**config.mk**
```make
export PLATFORM = sky130hd
export DESIGN_NAME = life_controller
export DESIGN_NICKNAME = d
export VERILOG_FILES = /design/src/rtl/life_pkg.sv /design/src/rtl/life_tick_gen.sv /design/src/rtl/life_controller.sv
export SDC_FILE = /design/constraint.sdc
export NUM_CORES = 1
export LEC_CHECK = 0
export BUFFER_PORTS_ARGS = -buffer_cell sky130_fd_sc_hd__buf_2
export CAP_MARGIN = 20
export CORE_MARGIN = 3
export CORE_UTILIZATION = 50
export DETAILED_ROUTE_END_ITERATION = 12
export PLACE_DENSITY = 0.82
export SLEW_MARGIN = 20
export SYNTH_ARGS = -nofsm -noshare
export SYNTH_HDL_FRONTEND = slang
export SYNTH_SLANG_ARGS = --single-unit
```
**constraint.sdc**
```tcl
create_clock -name clk -period 5.9 [get_ports clk]
set_input_delay 1.18 -clock clk [delete_from_list [all_inputs] [get_ports clk]]
set_output_delay 1.18 -clock clk [all_outputs]
set_load 0.01 [all_outputs]
```
**src/rtl/life_pkg.sv**
```systemverilog
// life_pkg: shared definitions for the Game of Life control stage.
//   GRID_DIM / GRID_W : board edge length and flattened cell count.
//   life_state_t      : controller state (IDLE, RUN, PAUSED, HALT).
//   cell_index()      : flattened bit index of a cell, row*GRID_DIM+col.
package life_pkg;

    localparam int GRID_DIM = 8;
    localparam int GRID_W   = GRID_DIM * GRID_DIM;

    typedef enum logic [1:0] {
        IDLE,
        RUN,
        PAUSED,
        HALT
    } life_state_t;

    function automatic int cell_index(input int row, input int col);
        return row * GRID_DIM + col;
    endfunction

endpackage

```
**src/rtl/life_tick_gen.sv**
```systemverilog
// life_tick_gen: generation-rate divider for the RUN state.
//   clk, reset : clock and asynchronous active-high reset.
//   enable     : count this cycle (controller is running and not pausing).
//   restart    : force the count back to 0 (fresh run, clear, load).
//   tick       : high in the cycle where the count sits at TICK_DIV-1 and
//                enable is high; the count wraps to 0 on that edge.
module life_tick_gen #(
    parameter int TICK_DIV = 4
) (
    input  logic clk,
    input  logic reset,
    input  logic enable,
    input  logic restart,
    output logic tick
);

    // A one-bit counter is kept for TICK_DIV == 1; it then never leaves 0,
    // so every enabled cycle ticks.
    localparam int                CNT_W = (TICK_DIV > 1) ? $clog2(TICK_DIV) : 1;
    localparam logic [CNT_W-1:0]  LAST  = CNT_W'(TICK_DIV - 1);

    logic [CNT_W-1:0] count;

    assign tick = enable && (count == LAST);

    // NOTE: sequential state is assigned with <= so every flop samples the
    // pre-edge values, independent of the order the always blocks run in.
    always_ff @(posedge clk or posedge reset) begin
        if (reset) begin
            count <= '0;
        end else if (restart) begin
            count <= '0;
        end else if (enable) begin
            count <= tick ? '0 : count + 1'b1;
        end
    end

endmodule

```
**src/rtl/life_controller.sv**
```systemverilog
// life_controller: sequential control stage around the combinational evolve
// datapath. Holds the current generation, commits grid_next on ticks or
// single steps, and reports halt conditions.
//   clk, reset  : clock and asynchronous active-high reset.
//   clear, load : zero the grid / capture seed; both return to IDLE.
//   seed        : initial pattern, bit index = row*8+col.
//   start, pause, step : run control (priority clear>load>pause>step>start).
//   grid_next   : next generation from the evolve datapath.
//   grid        : registered current generation, fed to the datapath.
//   generation  : number of committed generations (wraps).
//   running, halted : decoded RUN / HALT state.
//   stable      : a commit attempt found grid_next == grid.
//   extinct     : last committed grid was all zero.
//   gen_strobe  : one-cycle pulse in the first cycle a new grid is visible.
module life_controller
    import life_pkg::*;
#(
    parameter int TICK_DIV = 4,
    parameter int GEN_W    = 16,
    parameter int MAX_GEN  = 0
) (
    input  logic              clk,
    input  logic              reset,
    input  logic              clear,
    input  logic              load,
    input  logic [GRID_W-1:0] seed,
    input  logic              start,
    input  logic              pause,
    input  logic              step,
    input  logic [GRID_W-1:0] grid_next,
    output logic [GRID_W-1:0] grid,
    output logic [GEN_W-1:0]  generation,
    output logic              running,
    output logic              halted,
    output logic              stable,
    output logic              extinct,
    output logic              gen_strobe
);

    life_state_t       state, state_d;
    logic [GRID_W-1:0] grid_d;
    logic [GEN_W-1:0]  generation_d;
    logic              stable_d, extinct_d, strobe_d;
    logic              attempt, restart, tick_en, tick;

    // Counting stops in any cycle where a higher-priority command acts, so a
    // pause mid-count freezes the counter where it stood.
    assign tick_en = (state == RUN) && !clear && !load && !pause;

    life_tick_gen #(
        .TICK_DIV (TICK_DIV)
    ) u_tick_gen (
        .clk     (clk),
        .reset   (reset),
        .enable  (tick_en),
        .restart (restart),
        .tick    (tick)
    );

    // NOTE: every signal written here gets a default first, so no path can
    // leave one unassigned and infer a latch.
    always_comb begin
        state_d      = state;
        grid_d       = grid;
        generation_d = generation;
        stable_d     = stable;
        extinct_d    = extinct;
        strobe_d     = 1'b0;
        attempt      = 1'b0;
        restart      = 1'b0;

        if (clear || load) begin
            grid_d       = clear ? '0 : seed;
            generation_d = '0;
            stable_d     = 1'b0;
            extinct_d    = 1'b0;
            restart      = 1'b1;
            state_d      = IDLE;
        end else begin
            // An asserted pause outranks step/start even where it has no
            // effect of its own (IDLE, PAUSED, HALT).
            unique case (state)
                IDLE: begin
                    if (!pause) begin
                        if (step) begin
                            attempt = 1'b1;
                        end else if (start) begin
                            state_d = RUN;
                            restart = 1'b1;
                        end
                    end
                end
                RUN: begin
                    if (pause) begin
                        state_d = PAUSED;
                    end else begin
                        attempt = tick;
                    end
                end
                PAUSED: begin
                    // Resuming keeps the held count, so the next commit
                    // comes after the remainder of the interrupted interval.
                    if (!pause) begin
                        if (step) begin
                            attempt = 1'b1;
                        end else if (start) begin
                            state_d = RUN;
                        end
                    end
                end
                HALT: begin
                end
                default: begin
                end
            endcase

            if (attempt) begin
                if (grid_next == grid) begin
                    stable_d = 1'b1;
                    state_d  = HALT;
                end else begin
                    grid_d       = grid_next;
                    generation_d = generation + 1'b1;
                    extinct_d    = (grid_next == '0);
                    strobe_d     = 1'b1;
                    if (MAX_GEN != 0 && generation_d == GEN_W'(MAX_GEN)) begin
                        state_d = HALT;
                    end
                end
            end
        end
    end

    always_ff @(posedge clk or posedge reset) begin
        if (reset) begin
            state      <= IDLE;
            grid       <= '0;
            generation <= '0;
            stable     <= 1'b0;
            extinct    <= 1'b0;
            gen_strobe <= 1'b0;
        end else begin
            state      <= state_d;
            grid       <= grid_d;
            generation <= generation_d;
            stable     <= stable_d;
            extinct    <= extinct_d;
            gen_strobe <= strobe_d;
        end
    end

    assign running = (state == RUN);
    assign halted  = (state == HALT);

endmodule

```
==> flow_summary_export.csv <==
group,metric,value,unit
run_status,status,"complete, no violations",
floorplanning,die_h,111,um
global_route,grt_pass1_wl,30800,um
logic_synthesis,ys_top_cells_by_area,"dfrtp_1 (39%), a221oi_1 (10%), xnor2_1 (10%)",
worst_setup_path,startpoint_type,"primary input",
routing,wl,19700,um
routing,vias,6094,
power_and_ir_drop,power.leakage,3.18,nW
worst_setup_path,r2r-end,"grid[57]",
global_route,grt.total_usage,30.7,%
power_and_ir_drop,peakVddDrop,0.122,mV
final_layout,multiInputGateArea,0.00279,mm2
timing,min_period,3.50,ns
timing,slew_headroom,37.1,%
clock_network,cts_setup_buffers,0,
worst_setup_path,crit_type,"in -> reg",
timing,slew_violations,0,
final_layout,final_core_util,64.4,%
routing,detail-route-antenna-nets,0,
clock_network,clk_pin_slew,0.09,ns
routing,viasPerCell,6.55,
logic_synthesis,synth.distinct_cells,40,
timing,rsz0062_at_grt,"false",
final_layout,area_delta_synth_final,22.6,%
clock_network,cts_hold_buf,0,
floorplanning,die_x,111,um
power_and_ir_drop,pwr_density_cell,217,mW/mm2
timing,finalClockSkew,0.00857,ns
logic_synthesis,synth-main-ff-cell,"dfrtp_1",
timing,period_share,59.4,%
timing,setup_viol,0,
min_path,hold_start,"stable",
final_layout,layout.nets,927,
clock_network,cts_max_path_buffers,2,
worst_setup_path,worstPathMaxFanout,66,
floorplanning,die_area,0.0124,mm2
global_route,grt_max_degree,72,
logic_synthesis,synth_seq_cells,87,
floorplanning,core-area,0.0106,mm2
flow_run,maxCapViolations,0,
clock_network,cts_resized,0,
clock_network,clkLatencyLatePin,0.36,ns
worst_setup_path,reg2reg_slack,2.91,ns
logic_synthesis,synth_edf_count,0,
routing,wl_per_cell,21.2,um
timing,setup_tns,0,ns
timing,tightest_slew,0.944,ns
routing,drt-initial-drc-count,644,
global_route,grt_antenna_before_repair,0,
routing,drc,0,
clock_network,cts_made_buffers,9,
timing,fmax,0.285,GHz
logic_synthesis,synth_top_area_cell,"dfrtp_1",
placement,gp_congestion,0.893,
logic_synthesis,synth_nets,749,
placement,hpwlAfterDp,14200,um
clock_network,clock-sinks,87,
clock_network,cts_tree,"built",
routing,firstDrtPassIters,6,
min_path,hold_end,"stable",
timing,finalWorstSetupSlack,2.40,ns
clock_network,clockRootBuffer,"clkbuf_8",
worst_setup_path,end_kind,"register",
logic_synthesis,synthArstFlopShare,100,%
floorplanning,rows,37,
logic_synthesis,synth_warnings,0,
global_route,overflow,0,
logic_synthesis,avgSynthCellArea,9.06,um2
worst_setup_path,worstRegToRegCells,8,
placement,dp_slack,1.69,ns
logic_synthesis,synth.top_cells.by_count,"dfrtp_1 (87), inv_1 (66), a31oi_1 (65), a221oi_1 (64), xnor2_1 (64)",
worst_setup_path,reg2reg_from,"grid[42]",
timing,hold_viol,0,
floorplanning,start_util,52.5,%
worst_setup_path,arrival,3.75,ns
worst_setup_path,crit_required,6.14,ns
clock_network,cts_max_level,3,
final_layout,fill_cells,900,
final_layout,regArea,0.00218,mm2
logic_synthesis,yosysTopAreaCellShare,39.3,%
final_layout,final_layout_size_suffix_gt1_share,32.0,%
logic_synthesis,ys_seq_area_share,39.3,%
logic_synthesis,syn_area,0.00554,mm2
min_path,worstHoldPathCells,2,
min_path,hold_path_class,"reg -> reg",
placement,io_buffers,219,
global_route,grt_pass1_vias,5825,
logic_synthesis,netlist_instances,612,
floorplanning,io_pins,220,
logic_synthesis,yosys.cell_count.top_type,"dfrtp_1",
[critical path: stages]
cell	delay, ns
buf_4	0.49
nor2_2	0.18
and3_1	0.31
a22oi_4	0.82
buf_12	0.32
o21ai_0	0.12
a221oi_1	0.29
[metrics by stage]
stage / std cells / total power, W / cell area [um2] / hold WS, ns
final: 931 / 0.00147 / 6800 / 0.515
after global routing: 930 / 0.00153 / 6790 / 0.553
after CTS: 929 / 0.00147 / 6780 / 0.513
after detailed placement: 914 / 0.000990 / 6550 / 0.492
after global placement: 914 / 0.000981 / 6550 / 0.475
after floorplan: 612 / 0.000838 / 5540 / 0.490
[state kept, by name (all words and copies together) (netlist names)]
register and flops:
extinct 1, gen_strobe 1, generation 16, grid 64, stable 1, state 2
u_tick_gen.count 2
[cell usage in the layout, fill, tap and decap left out, types with 10 or more instances in the layout]
cell and instances:
a221oi_1 64, a31oi_1 65, or4_1 10, a21oi_1 17, xnor2_1 64, buf_2 218, nand4_1 25, nor4_1 17
inv_1 65, o21ai_1 16, o21ai_0 53, clkbuf_8 12, dfrtp_1 87, o31ai_1 10
[how the worst max path moves through the flow]
stage,startpoint,endpoint,slack [ns],depth (start not counted)
2_1_floorplan,reset,extinct,2.47,1
3_3_place_gp,grid_next[56],grid[61],1.73,8
3_5_place_dp,grid_next[42],grid[16],1.69,8
4_1_cts,grid_next[42],grid[57],2.06,8
5_1_grt,load,grid[53],2.20,7
6_report,load,grid[58],2.40,7
[power by group]
| part | switching, W | leakage (nW) | internal [W] |
|---|---|---|---|
| registers | 0.0000350 | 1.15 | 0.000628 |
| logic | 0.000189 | 1.91 | 0.000133 |
| clock network | 0.000219 | 0.118 | 0.000271 |
| total | 0.000443 | 3.18 | 0.00103 |
[area by class of cell]
class,count,share of cell area [%]
Antenna cell,1,0.0368
Clock buffer,12,2.43
Clock inverter,3,0.957
Inverter,66,3.66
Multi-Input combinational cell,399,41.1
Sequential cell,87,32.0
Tap cell,136,2.50
Timing Repair Buffer,227,17.3
[logic make-up after synthesis]
logic type      Yosys count  share of synthesized area (%)
compound gates          231                           27.8
xor+xnor                 64                           10.1
fa+ha+maj                 2                          0.451
buf+inv                 126                           10.4
flops                    87                           39.3
mux                       4                          0.722
simple gates             98                           11.2
[routing by layer]
layer	share of wire [%]	up-vias	track usage, %
met5	0	-	0
met4	3.8	0	13.9
met3	11	61	7.21
met2	46	441	48.2
met1	39	2910	40.4
li1	-	2682	-
Note: power is estimated with default switching activity, not from simulation.
